[config.mk]
export PLATFORM = sky130hd
export DESIGN_NAME = cpu_mem_arbiter_flat
export DESIGN_NICKNAME = d
export VERILOG_FILES = /design/src/rtl/cpu_mem_arbiter_if.sv /design/src/rtl/cpu_mem_arbiter.sv /design/src/flat_wrapper.sv
export SDC_FILE = /design/constraint.sdc
export NUM_CORES = 1
export LEC_CHECK = 0
export CAP_MARGIN = 0
export CORE_ASPECT_RATIO = 2
export CORE_MARGIN = 2
export CORE_UTILIZATION = 47
export DETAILED_ROUTE_END_ITERATION = 6
export GPL_TIMING_DRIVEN = 0
export PLACE_DENSITY = 0.81
export SYNTH_ARGS = -nofsm -noshare
export SYNTH_HDL_FRONTEND = slang
export SYNTH_SLANG_ARGS = --single-unit
[constraint.sdc]
create_clock -name i_clk -period 9.6 [get_ports i_clk]
set_clock_uncertainty 0.05 [all_clocks]
set_input_delay 1.92 -clock i_clk [delete_from_list [all_inputs] [get_ports i_clk]]
set_output_delay 1.92 -clock i_clk [all_outputs]
set_load 0.01 [all_outputs]
[src/rtl/cpu_mem_arbiter_if.sv]
// ---------------------------------------------------------------------------
// cpu_mem_arbiter_if
// Bundles every requester-side and memory-side signal of cpu_mem_arbiter.
//   slave  : arbiter view (requests and memory read data in; done/err,
//            read data and memory strobes out)
//   master : environment view (requesters plus memory array)
// Read channel i occupies rd_addr[i*ADDR_W +: ADDR_W] and rd_data[i*16 +: 16].
// ---------------------------------------------------------------------------
interface cpu_mem_arbiter_if #(
  parameter int NUM_RD = 2,
  parameter int ADDR_W = 16
);
  // read requesters
  logic [NUM_RD-1:0]        rd_en;
  logic [NUM_RD-1:0]        rd_size;
  logic [NUM_RD*ADDR_W-1:0] rd_addr;
  logic [NUM_RD-1:0]        rd_done;
  logic [NUM_RD-1:0]        rd_err;
  logic [NUM_RD*16-1:0]     rd_data;
  // write requester
  logic                     wr_en;
  logic                     wr_size;
  logic [ADDR_W-1:0]        wr_addr;
  logic [15:0]              wr_data;
  logic                     wr_done;
  logic                     wr_err;
  // memory port
  logic                     mem_rd_en;
  logic [1:0]               mem_wr_en;
  logic [ADDR_W-2:0]        mem_addr;
  logic [15:0]              mem_wr_data;
  logic [15:0]              mem_rd_data;
  logic                     mem_rd_valid;

  modport slave (
    input  rd_en, rd_size, rd_addr, wr_en, wr_size, wr_addr, wr_data,
           mem_rd_data, mem_rd_valid,
    output rd_done, rd_err, rd_data, wr_done, wr_err,
           mem_rd_en, mem_wr_en, mem_addr, mem_wr_data
  );

  modport master (
    output rd_en, rd_size, rd_addr, wr_en, wr_size, wr_addr, wr_data,
           mem_rd_data, mem_rd_valid,
    input  rd_done, rd_err, rd_data, wr_done, wr_err,
           mem_rd_en, mem_wr_en, mem_addr, mem_wr_data
  );
endinterface

[src/rtl/cpu_mem_arbiter.sv]
// ---------------------------------------------------------------------------
// cpu_mem_arbiter
// NUM_RD read channels and one write channel share a single 16-bit memory
// port. One transaction is in flight at a time; each ends with a one-cycle
// done pulse plus err flag on the granted channel only.
//
// Ports
//   i_clk    : clock, rising edge
//   i_reset  : asynchronous reset, active low (0 = reset)
//   bus      : cpu_mem_arbiter_if.slave - requester handshakes, read data
//              and memory strobes/address/data
//
// Build option
//   CPU_MEM_ARB_WR_PRIORITY_EN : when defined, a pending write always wins
//   and the round-robin pointer rotates over the read channels only. When
//   undefined, round-robin runs over NUM_RD+1 slots (write = slot NUM_RD).
// ---------------------------------------------------------------------------
module cpu_mem_arbiter #(
  parameter int NUM_RD    = 2,
  parameter int ADDR_W    = 16,
  parameter int MEM_WORDS = 32768,
  parameter int TIMEOUT   = 15
) (
  input  logic             i_clk,
  input  logic             i_reset,
  cpu_mem_arbiter_if.slave bus
);

  localparam int                NSLOT      = NUM_RD + 1;
  localparam int                SLOT_W     = $clog2(NSLOT);
  localparam logic [SLOT_W-1:0] WR_SLOT    = SLOT_W'(NUM_RD);
  localparam logic [63:0]       ADDR_LIMIT = 64'(2 * longint'(MEM_WORDS));
  localparam logic [7:0]        CNT_LAST   = 8'(TIMEOUT - 1);

  typedef enum logic [1:0] {S_IDLE, S_ISSUE, S_WAIT, S_RESP} state_t;

  // Byte writes hit one lane, chosen by the address LSB.
  function automatic logic [1:0] wr_lanes(input logic size, input logic lane);
    if (size) return 2'b11;
    return lane ? 2'b10 : 2'b01;
  endfunction

  // Byte reads return the addressed lane zero-extended.
  function automatic logic [15:0] rd_format(input logic size, input logic lane,
                                            input logic [15:0] d);
    if (size) return d;
    return lane ? {8'h00, d[15:8]} : {8'h00, d[7:0]};
  endfunction

  state_t               r_state;
  state_t               w_next;
  logic [SLOT_W-1:0]    r_ptr;
  logic [SLOT_W-1:0]    r_slot;
  logic                 r_err;
  logic [7:0]           r_cnt;
  logic [NUM_RD*16-1:0] r_rd_data;
  logic [ADDR_W-1:0]    r_addr;
  logic                 r_size;
  logic [15:0]          r_wdata;

  logic [NSLOT-1:0]     w_req;
  logic                 w_gnt_vld;
  logic [SLOT_W-1:0]    w_gnt_slot;
  logic [SLOT_W-1:0]    w_ptr_next;
  logic [ADDR_W-1:0]    w_g_addr;
  logic                 w_g_size;
  logic                 w_g_bad;
  logic                 w_is_wr;
  logic [NUM_RD-1:0]    w_rd_done;
  logic                 w_wr_done;
  logic                 w_mem_rd_en;
  logic [1:0]           w_mem_wr_en;
  logic [ADDR_W-2:0]    w_mem_addr;
  logic [15:0]          w_mem_wr_data;

  assign w_req   = {bus.wr_en, bus.rd_en};
  assign w_is_wr = (r_slot == WR_SLOT);

  // Round-robin search starting at the pointer; the first requester wins.
  always_comb begin
    int s;
    s          = 0;
    w_gnt_vld  = 1'b0;
    w_gnt_slot = '0;
    w_ptr_next = r_ptr;
`ifdef CPU_MEM_ARB_WR_PRIORITY_EN
    if (bus.wr_en) begin
      // Write grant leaves the read rotation untouched.
      w_gnt_vld  = 1'b1;
      w_gnt_slot = WR_SLOT;
    end else begin
      for (int i = 0; i < NUM_RD; i++) begin
        s = (int'(r_ptr) + i) % NUM_RD;
        if (!w_gnt_vld && bus.rd_en[s]) begin
          w_gnt_vld  = 1'b1;
          w_gnt_slot = SLOT_W'(s);
          w_ptr_next = SLOT_W'((s + 1) % NUM_RD);
        end
      end
    end
`else
    for (int i = 0; i < NSLOT; i++) begin
      s = (int'(r_ptr) + i) % NSLOT;
      if (!w_gnt_vld && w_req[s]) begin
        w_gnt_vld  = 1'b1;
        w_gnt_slot = SLOT_W'(s);
        w_ptr_next = SLOT_W'((s + 1) % NSLOT);
      end
    end
`endif
  end

  // Fetch the winner's address/size and validate before anything is issued.
  always_comb begin
    w_g_addr = bus.wr_addr;
    w_g_size = bus.wr_size;
    for (int i = 0; i < NUM_RD; i++) begin
      if (w_gnt_slot == SLOT_W'(i)) begin
        w_g_addr = bus.rd_addr[i*ADDR_W +: ADDR_W];
        w_g_size = bus.rd_size[i];
      end
    end
    w_g_bad = (w_g_size & w_g_addr[0]) | (64'(w_g_addr) >= ADDR_LIMIT);
  end

  // Next state and outputs, all decoded from the registered state.
  always_comb begin
    w_next        = r_state;
    w_rd_done     = '0;
    w_wr_done     = 1'b0;
    w_mem_rd_en   = 1'b0;
    w_mem_wr_en   = 2'b00;
    w_mem_addr    = '0;
    w_mem_wr_data = '0;
    case (r_state)
      S_IDLE: begin
        if (w_gnt_vld) w_next = w_g_bad ? S_RESP : S_ISSUE;
      end
      S_ISSUE: begin
        w_mem_addr = r_addr[ADDR_W-1:1];
        if (w_is_wr) begin
          w_mem_wr_en   = wr_lanes(r_size, r_addr[0]);
          w_mem_wr_data = r_wdata;
          w_next        = S_RESP;
        end else begin
          w_mem_rd_en = 1'b1;
          w_next      = S_WAIT;
        end
      end
      S_WAIT: begin
        if (bus.mem_rd_valid || (r_cnt == CNT_LAST)) w_next = S_RESP;
      end
      S_RESP: begin
        for (int i = 0; i < NUM_RD; i++) w_rd_done[i] = (r_slot == SLOT_W'(i));
        w_wr_done = w_is_wr;
        w_next    = S_IDLE;
      end
      default: w_next = S_IDLE;
    endcase
  end

  // Control state: FSM, pointer, grant, error flag, timeout count, read data.
  always_ff @(posedge i_clk or negedge i_reset) begin
    if (!i_reset) begin
      r_state   <= S_IDLE;
      r_ptr     <= '0;
      r_slot    <= '0;
      r_err     <= 1'b0;
      r_cnt     <= '0;
      r_rd_data <= '0;
    end else begin
      r_state <= w_next;
      if ((r_state == S_IDLE) && w_gnt_vld) begin
        r_ptr  <= w_ptr_next;
        r_slot <= w_gnt_slot;
        r_err  <= w_g_bad;
      end
      if (r_state == S_WAIT) begin
        r_cnt <= r_cnt + 8'd1;
        if (bus.mem_rd_valid) begin
          for (int i = 0; i < NUM_RD; i++) begin
            if (r_slot == SLOT_W'(i))
              r_rd_data[i*16 +: 16] <= rd_format(r_size, r_addr[0], bus.mem_rd_data);
          end
        end else if (r_cnt == CNT_LAST) begin
          r_err <= 1'b1;
        end
      end else begin
        r_cnt <= '0;
      end
    end
  end

  // Request payload is only observed while its transaction is active.
  always_ff @(posedge i_clk) begin
    if ((r_state == S_IDLE) && w_gnt_vld) begin
      r_addr  <= w_g_addr;
      r_size  <= w_g_size;
      r_wdata <= w_g_size ? bus.wr_data : {bus.wr_data[7:0], bus.wr_data[7:0]};
    end
  end

  assign bus.rd_done     = w_rd_done;
  assign bus.rd_err      = w_rd_done & {NUM_RD{r_err}};
  assign bus.rd_data     = r_rd_data;
  assign bus.wr_done     = w_wr_done;
  assign bus.wr_err      = w_wr_done & r_err;
  assign bus.mem_rd_en   = w_mem_rd_en;
  assign bus.mem_wr_en   = w_mem_wr_en;
  assign bus.mem_addr    = w_mem_addr;
  assign bus.mem_wr_data = w_mem_wr_data;

endmodule
[src/flat_wrapper.sv]
// flat-port wrapper written by rule: the top's interface ports become plain ports
module cpu_mem_arbiter_flat 
#(
  parameter int NUM_RD    = 2,
  parameter int ADDR_W    = 16,
  parameter int MEM_WORDS = 32768,
  parameter int TIMEOUT   = 15
)
  (i_clk, i_reset, bus_rd_en, bus_rd_size, bus_rd_addr, bus_wr_en, bus_wr_size, bus_wr_addr, bus_wr_data, bus_mem_rd_data, bus_mem_rd_valid, bus_rd_done, bus_rd_err, bus_rd_data, bus_wr_done, bus_wr_err, bus_mem_rd_en, bus_mem_wr_en, bus_mem_addr, bus_mem_wr_data);
  cpu_mem_arbiter_if #(.NUM_RD(NUM_RD), .ADDR_W(ADDR_W)) bus_i ();
  input  logic i_clk;
  input  logic i_reset;
  input wire logic [$bits(bus_i.rd_en)-1:0] bus_rd_en;
  input wire logic [$bits(bus_i.rd_size)-1:0] bus_rd_size;
  input wire logic [$bits(bus_i.rd_addr)-1:0] bus_rd_addr;
  input wire logic [$bits(bus_i.wr_en)-1:0] bus_wr_en;
  input wire logic [$bits(bus_i.wr_size)-1:0] bus_wr_size;
  input wire logic [$bits(bus_i.wr_addr)-1:0] bus_wr_addr;
  input wire logic [$bits(bus_i.wr_data)-1:0] bus_wr_data;
  input wire logic [$bits(bus_i.mem_rd_data)-1:0] bus_mem_rd_data;
  input wire logic [$bits(bus_i.mem_rd_valid)-1:0] bus_mem_rd_valid;
  output wire logic [$bits(bus_i.rd_done)-1:0] bus_rd_done;
  output wire logic [$bits(bus_i.rd_err)-1:0] bus_rd_err;
  output wire logic [$bits(bus_i.rd_data)-1:0] bus_rd_data;
  output wire logic [$bits(bus_i.wr_done)-1:0] bus_wr_done;
  output wire logic [$bits(bus_i.wr_err)-1:0] bus_wr_err;
  output wire logic [$bits(bus_i.mem_rd_en)-1:0] bus_mem_rd_en;
  output wire logic [$bits(bus_i.mem_wr_en)-1:0] bus_mem_wr_en;
  output wire logic [$bits(bus_i.mem_addr)-1:0] bus_mem_addr;
  output wire logic [$bits(bus_i.mem_wr_data)-1:0] bus_mem_wr_data;
  assign bus_i.rd_en = bus_rd_en;
  assign bus_i.rd_size = bus_rd_size;
  assign bus_i.rd_addr = bus_rd_addr;
  assign bus_i.wr_en = bus_wr_en;
  assign bus_i.wr_size = bus_wr_size;
  assign bus_i.wr_addr = bus_wr_addr;
  assign bus_i.wr_data = bus_wr_data;
  assign bus_i.mem_rd_data = bus_mem_rd_data;
  assign bus_i.mem_rd_valid = bus_mem_rd_valid;
  assign bus_rd_done = bus_i.rd_done;
  assign bus_rd_err = bus_i.rd_err;
  assign bus_rd_data = bus_i.rd_data;
  assign bus_wr_done = bus_i.wr_done;
  assign bus_wr_err = bus_i.wr_err;
  assign bus_mem_rd_en = bus_i.mem_rd_en;
  assign bus_mem_wr_en = bus_i.mem_wr_en;
  assign bus_mem_addr = bus_i.mem_addr;
  assign bus_mem_wr_data = bus_i.mem_wr_data;
  cpu_mem_arbiter #(.NUM_RD(NUM_RD), .ADDR_W(ADDR_W), .MEM_WORDS(MEM_WORDS), .TIMEOUT(TIMEOUT)) u_core (.i_clk(i_clk), .i_reset(i_reset), .bus(bus_i));
endmodule
# [After elaboration in Yosys (flattened, before gate mapping)]
# Cells that the tools add are included.
[word_totals] reg_bits=80 inputBits=89 output_inout_bits=72 wordCells=109
[op_classes] addsub=6 div_mod_pow=6 order_cmp=3 eq_ne=9 mux=58 bitwise=3 reduce_logical=14
[ops] cell="$mod A32 B3 Y32 const B" count=5
[ops] cell="$mux W16" count=8
[ops] cell="$add A32 B2 Y32 const B" count=3
[ops] cell="$lt A32 B4 Y1 const B" count=3
[ops] cell="$mod A3 B3 Y32 const B" count=1
[ops] cell="$mux W2" count=15
[ops] cell="$mux W1" count=28
[ops] cell="$mux W8" count=2
[ops] cell="$mux W15" count=1
[ops] cell="$add A8 B1 Y8 const B" count=1
[ops] cell="$eq A8 B4 Y1 const B" count=1
[ops] cell="$pmux W2 S4" count=1
[ops] cell="$bmux W1 S2" count=3
[ops] cell="$eq A2 B1 Y1 const B" count=3
[ops] cell="$eq A2 B2 Y1 const B" count=3
[ops] cell="$logic_not A2 Y1" count=3
[ops] cell="$reduce_and A3 Y1" count=2
[ops] cell="$ne A2 B1 Y1 const B" count=2
[ops] cell="$reduce_and A2 Y1" count=2
[ops] cell="$add A2 B1 Y3 const B" count=1
[ops] cell="$add A2 B2 Y3 const B" count=1
[ops] cell="$logic_and A1 B1 Y1" count=3
[ops] cell="$reduce_bool A3 Y1" count=1
[ops] cell="$and A1 B1 Y1" count=2
[ops] cell="3 further kinds" count=4

# [Longest topological paths before layout]
# Gate-level depths: netlist of the first run.
[logic_depth] ltp_word=19 depth_mapped=31 depth_no_buf=29

# [Worst setup path before layout of the first run]
# OpenSTA, ideal clock, no wires.
[synth_path] path_kind="input -> register" startpoint="in bus_wr_en" endpoint="reg u_core.r_ptr[0]" setup_time_ps=99 arrival_time_ps=7584 required_ps=9451 setup_slack_ps=1866 stages=26 path_buffers=1 path_cell_list="nor2b_1 -> a2111oi_1 -> or3_1 -> clkbuf_1 -> inv_1 -> ha_1 -> nor4_1 -> nand3_1 -> a221o_1 -> or4b_1 -> o211a_2 -> clkinv_1 -> ha_1 -> inv_1 -> o311ai_0 -> o21ba_1 -> xnor2_1 -> ha_1 -> nand2b_1 -> o32a_1 -> a211oi_1 -> xnor2_1 -> ha_1 -> nand2b_1 -> or4_1 -> o211ai_1"
[synth_between] elab_chain_cells=12 word_cells_on_any_way=21 cone_classes="14 x mux; 7 x reduce/logical"
[synth_lines] element="start, declared" line="flat_wrapper.sv:16" source="input wire logic [$bits(bus_i.wr_en)-1:0] bus_wr_en;"
[synth_lines] element="$bmux W1 S2" line="cpu_mem_arbiter.sv:104" source="if (!w_gnt_vld && w_req[s]) begin"
[synth_lines] element="$mux W1 (not written as such) (2 in series)" line="cpu_mem_arbiter.sv:104"
[synth_lines] element="$mux W1" line="cpu_mem_arbiter.sv:104"
[synth_lines] element="$logic_not A1 Y1" line="cpu_mem_arbiter.sv:104"
[synth_lines] element="$logic_and A1 B1 Y1" line="cpu_mem_arbiter.sv:104"
[synth_lines] element="$mux W1" line="cpu_mem_arbiter.sv:104"
[synth_lines] element="$logic_not A1 Y1" line="cpu_mem_arbiter.sv:104"
[synth_lines] element="$logic_and A1 B1 Y1" line="cpu_mem_arbiter.sv:104"
[synth_lines] element="$mux W1" line="cpu_mem_arbiter.sv:104"
[synth_lines] element="$logic_and A1 B1 Y1" line="cpu_mem_arbiter.sv:173" source="if ((r_state == S_IDLE) && w_gnt_vld) begin"
[synth_lines] element="$reduce_and A2 Y1 (no source line)"
[synth_lines] element="end signal, assigned" line="cpu_mem_arbiter.sv:174" source="r_ptr <= w_ptr_next;"
[synth_lines] element="end, declared" line="cpu_mem_arbiter.sv:52" source="logic [SLOT_W-1:0] r_ptr;"
# Parallel ways exist; a longest one is shown, timed or not. The select of a mux whose other input is x is not followed.
# A chain may end at the register's enable or synchronous reset.

# [Final worst setup path of the first run]
# Same ends and word-level chain as after synthesis.

==> summary.txt, run 1 <==
Clocking
  • Num Clock Sinks: 80
  • Worst-path clk slew: 0.06 ns
  • CTS max path bufs: 2
  • CTS tree: built
  • H-tree Lvls: 3
  • TritonCTS buffer count: 9
  • Clk root buf: clkbuf_16
  • Post-CTS Resized: 0
  • Setup repair bufs after CTS: 0
  • Worst-skew pair later-pin latency: ~0.33 ns
  • Post-CTS Hold Buffers: 0

Global route
  • Number of global-route vias before repair: between 4000 and 5000
  • Total track usage: 0.262
  • Global route total overflow: 0
  • Largest net degree at the start of global routing: 39
  • Initial antenna violation count: 0
  • First-pass GRT wire length: around 24000 µm

Placed design
  • PortBufs: 160
  • Global placement routability congestion: 0.934
  • DP HPWL: approximately 12000 µm
  • Pre-CTS setup slack: between 0.3 and 0.4 ns
  • Cell Area, Placed: 0.00677 mm²

Power
  • Total power: between 2 and 3 mW
  • Lkg Pwr: 3.00 nW
  • Worst vdd rail ir drop: approximately 0.5 mV
  • Power Dens Cells: 384 mW/mm²

Timing
  • Max Clk Rate: 113 MHz
  • Worst slew margin: 0.518
  • Final Max Tran Viols: 0
  • Final Hold Fails: 0
  • Fin crit share: 0.923
  • Min Tclk post-route: slightly below 9 ns
  • RSZ-0062 raised after global routing: false
  • Final setup TNS: 0 ns
  • Worst-margin pin slew: ~0.72 ns
  • Hold slack: about 0.43 ns
  • Finish-stage setup viols: 0
  • Setup WS post-layout: 0.737 ns

Floorplan
  • Die area: between 0.01 and 0.015 mm²
  • Io pins: 161
  • Initial Util: 0.478
  • Core Rows: 53
  • Die W: 76.8 µm
  • Core area: 0.0104 mm²
  • Die height: roughly 150 µm

Yosys
  • Yosys cell types: 70
  • Ys async rst share: 0.588
  • Post-synthesis simple-gate area fraction: 0.228
  • Top_reg_cell synth: dfrtp_1
  • YS warnings: 0
  • Synth area leaders: dfrtp_1, edfxtp_1, nand2_1
  • Synth area leader: dfrtp_1
  • Register area share after synthesis: 0.435
  • Mapped Area: roughly 0.0050 mm²
  • Largest family of logic cells by synthesized area: simple AND/OR/NAND/NOR gates
  • Post-Synth XOR/XNOR Area: 0.0246
  • Yosys reg bits: 80
  • Synth Area per Inst: approximately 9.5 µm²
  • Synth Area in Adders: 0.0553
  • Top cell type's share of synthesized area: 0.236
  • Mux contribution to synthesized area: 0.0535
  • Synth Instances: 525
  • Post-synth EDFFs: 33
  • Syn nets: 636
  • Compound-Gate Fraction of Synth Area: 0.164

Finish
  • Filler Cell Count: between 800 and 900
  • Area grow syn2layout: 42.2%
  • Layout cell share with drive strength beyond 1: 0.0654
  • Final Instance Area: 0.00708 mm²
  • Final nets: roughly 800
  • Antenna diode count: 0

Detailed routing
  • Wire per inst: ~18 µm
  • Drt pass-1 iters: 5
  • DRT iter0 DRCs: roughly 240
  • Final wirelength: around 15000 µm
  • Via Count: around 4700
  • DR DRC count: 0
  • Post-DRT Antenna Nets: 0
  • Via-to-Cell Ratio: about 5.6

Worst setup path
  • Crit start category: input pin
  • Critical-path maximum fanout: 7
  • Worst Setup End Kind: flip-flop
  • CP arrival: just over 9 ns
  • Critical path type: input pin to flip-flop
  • Required time worst endpoint: 9.80 ns

Min path
  • Min-delay worst type: flip-flop to flip-flop

Flow run
  • Max-Cap Viols: 0

Outcome
  • Status: complete, no violations
stage by stage:
step                      instances   util
final                           840  0.680
after detailed placement        823  0.650
after global placement          822  0.649
after global routing            840  0.680
after floorplan                 525      -
after CTS                       839  0.677
state kept, by name, summed over array words and instances (netlist names):
| signal | cells |
|---|---|
| u_core.bus.rd_data | 32 |
| u_core.r_cnt | 8 |
| u_core.r_wdata | 16 |
| u_core.r_size | 1 |
| u_core.r_slot | 2 |
| u_core.r_state | 2 |
| u_core.r_err | 1 |
| u_core.r_addr | 16 |
| u_core.r_ptr | 2 |
cells by family after synthesis:
kind of cell | after synthesis
adder cells (fa/ha/maj) | 22
AND/OR/NAND/NOR | 219
flip-flops | 80
XOR/XNOR | 14
multiplexers | 24
buffers and inverters | 48
AO/OA/AOI/OAI | 118
cell usage in the layout, fill, tap and decap left out, types with 4 or more instances in the layout:
| cell | count |
|---|---|
| mux2_2 | 11 |
| a31oi_1 | 4 |
| dfrtp_1 | 47 |
| and2_1 | 26 |
| xnor2_1 | 8 |
| buf_2 | 4 |
| nand3_1 | 11 |
| xor2_1 | 6 |
| nor2_1 | 18 |
| inv_1 | 18 |
| clkdlybuf4s50_1 | 159 |
| a21oi_1 | 10 |
| and3_1 | 22 |
| nand2b_1 | 8 |
| edfxtp_1 | 33 |
| ha_1 | 22 |
| mux2i_1 | 10 |
| clkbuf_1 | 26 |
| a22oi_1 | 18 |
| o21ai_0 | 43 |
| clkbuf_16 | 9 |
| nand2_1 | 92 |
| nor2b_1 | 8 |
| nor3_1 | 6 |
| o211ai_1 | 5 |
final timing paths:
check,from,to,slack [ns],cells past startpoint
hold reg to reg,u_core.bus.rd_data[9],u_core.bus.rd_data[9],0.43,2
hold / removal,u_core.bus.rd_data[9],u_core.bus.rd_data[9],0.43,2
setup reg to reg,u_core.r_ptr[0],u_core.r_ptr[0],1.79,29
setup / recovery,bus_wr_en,u_core.r_ptr[0],0.74,27
min in group asynchronous,i_reset,u_core.bus.rd_data[17],1.40,1
max in group asynchronous,i_reset,u_core.r_err,7.62,2
synthesized netlist by cell type, types with 8 or more instances:
cell type  instances
nand2_1           92
dfrtp_1           47
o21ai_0           43
edfxtp_1          33
and2_1            26
clkbuf_1          23
and3_1            22
ha_1              22
a22oi_1           18
inv_1             18
nor2_1            18
mux2_2            11
nand3_1           11
a21oi_1           10
mux2i_1           10
nand2b_1           8
nor2b_1            8
xnor2_1            8
critical path, cell delays in order:
cell and delay (ns):
clkdlybuf4s50_1 0.52, nor2b_1 0.20, a2111oi_1 0.43, or3_1 0.18
clkbuf_1 0.27, inv_1 0.16, ha_1 0.43, nor4_1 0.48
nand3_1 0.26, a221o_1 0.47, or4b_1 0.53, o211a_2 0.16
clkinv_1 0.07, ha_1 0.25, inv_1 0.10, o311ai_0 0.08
o21ba_1 0.23, xnor2_1 0.17, ha_1 0.28, nand2b_1 0.16
o32a_1 0.32, a211oi_1 0.33, xnor2_1 0.11, ha_1 0.18
nand2b_1 0.18, or4_1 0.49, o211ai_1 0.09
cell type report:
type / instances / area (µm²) / area share
Timing Repair Buffer: 162 / 1640 / 0.232
Clock buffer: 12 / 236 / 0.0334
Multi-Input combinational cell: 397 / 2610 / 0.369
Sequential cell: 80 / 2170 / 0.306
Buffer: 28 / 124 / 0.0175
Tap cell: 137 / 171 / 0.0242
Inverter: 20 / 75.1 / 0.0106
Clock inverter: 4 / 47.5 / 0.00672
where the power goes:
group / internal [mW] / switching [mW] / total [mW]
clock network: 0.201 / 0.127 / 0.328
registers: 0.538 / 0.0645 / 0.603
logic: 0.786 / 0.999 / 1.78
per-layer routing:
layer,wire [µm],track usage,up-vias
li1,-,-,2233
met1,4720,0.236,2219
met2,8690,0.523,191
met3,698,0.0464,54
met4,797,0.159,0
met5,0,0,-
Note: power is estimated with default switching activity, not from simulation.
==> run 2, diff against run 1 <==
- CAP_MARGIN: 0 -> unset
==> results of run 2 <==
Final layout, timing and power as in run 1 (identical DEF).
==> run 3, diff against run 2 <==
--- a/constraint.sdc
+++ b/constraint.sdc
@@ -4,2 +4,2 @@
 set_output_delay 1.92 -clock i_clk [all_outputs]
-set_load 0.01 [all_outputs]
+set_load 0.005 [all_outputs]
==> results of run 3 <==
The final DEF is identical to that of run 1. Status: complete, no violations.
Main changes from that run: total power 2.72 mW -> 2.67 mW; worst IR drop on VDD 0.506 mV -> 0.505 mV
==> patch, RTL diff (flow settings as in run 2) <==
Make the reset (`i_reset`) synchronous in one clocked block. Comments in the files are not updated.
--- a/src/rtl/cpu_mem_arbiter.sv
+++ b/src/rtl/cpu_mem_arbiter.sv
@@ -162,3 +162,3 @@
   // Control state: FSM, pointer, grant, error flag, timeout count, read data.
-  always_ff @(posedge i_clk or negedge i_reset) begin
+  always_ff @(posedge i_clk) begin
     if (!i_reset) begin
Check against the original RTL: differs if i_reset is asserted again (counterexample within 4 cycles, from zero or initial values and one cycle with i_reset low); with i_reset held inactive, the same outputs for 4 cycles.
==> patch against run 2 <==
  * Worst setup slack got worse by 0.19 ns
  * Total power decreased by 11%
  * Area after synthesis decreased by 0.68%
  * Critical path type unchanged
  * Cell count increased by 3.5%
  * Routed wire length increased by 3.8%
  * Global-route usage increased by 0.74 points
  * First-iteration DRC count increased by 29%
  * Cell area decreased by 0.30%
  * Largest power group unchanged
  * Sequential cell count unchanged
==> patch: results (changes against run 2) <==
| Metric | Value |
|---|---|
| Leak | 2.68 nW (-10%) |
| Final Total Pwr | 2.41 mW (-11%) |
| Syn_nets | 667 (+4.9%) |
| WL met1 | 5030 um (+6.4%) |
| Number of global-route vias before repair | 5034 (+2.9%) |
| Status | complete, no violations |
| Via count | 4913 (+4.6%) |
| Reg area | 0.00193 mm^2 (-11%) |
| M2 GR Usage | 0.541 (+0.0179) |
| R2R Path End | u_core.r_ptr[0] |
| Seq/Total Area, Yosys | 0.391 (-0.0446) |
| CP delay by family, top | compound AO/OA/AOI/OAI gates |
| Layout cells sized above 1 | 0.0697 (+0.00424) |
| M3 GR Usage | 0.0400 (-0.00649) |
| Top FF cell, synth | dfxtp_1 |
| Sw Pwr | 1.06 mW (-11%) |
| Max-slew headroom | 0.354 (-0.165) |
| Met1 global-route usage | 0.250 (+0.0142) |
| WL met2 | 8950 um (+2.9%) |
| Peak supply drop | 0.261 mV (-48%) |
| WL/cell | 17.8 um (+0.31%) |
| Nets | 838 (+3.6%) |
| Global-route wire length before repair | 24400 um (+3.5%) |
| Multi-input gates | 426 (+7.3%) |
| Flop+latch power | 0.531 mW (-12%) |
| Synth cell count leaders | 68 x nand2_1, 47 x dfxtp_1, 45 x nor2_1 |
| Clk network pwr share | 0.154 (+0.033) |
| Fraction of area in multi-input gates | 0.399 (+0.0293) |
| FFs w/ async S/R, synth | 0 (-0.588) |
==> patch: cell types whose count changed after synthesis, moves of 5 or more <==
cell      delta
mux2i_1      +6
a211oi_1    +15
o21ai_0     -32
dfxtp_1     +47
nor2_1      +27
nand3_1     +18
o31ai_1      +5
dfrtp_1     -47
nand2_1     -24
a21oi_1     +16
==> patch: metrics by stage <==
step | area, um^2 | util | cells | setup WS [ns] | hold slack, ns
detailed placement | 6720 | 0.645 | 853 | 0.245 | 0.396
global placement | 6720 | 0.645 | 853 | 0.359 | 0.386
finish | 7060 | 0.678 | 869 | 0.547 | 0.405
CTS | 7050 | 0.677 | 869 | 0.563 | 0.406
floorplan | 4950 | - | 556 | 1.80 | 0.376
global route | 7060 | 0.678 | 869 | 0.0331 | 0.420
==> patch: logic make-up after synthesis <==
kind of cell	count (synthesis)	synth area share
simple gates	232	0.233
compound gates	127	0.186
flops	80	0.391
buf+inv	50	0.0425
mux	27	0.0587
fa+ha+maj	23	0.0577
xor+xnor	17	0.0316
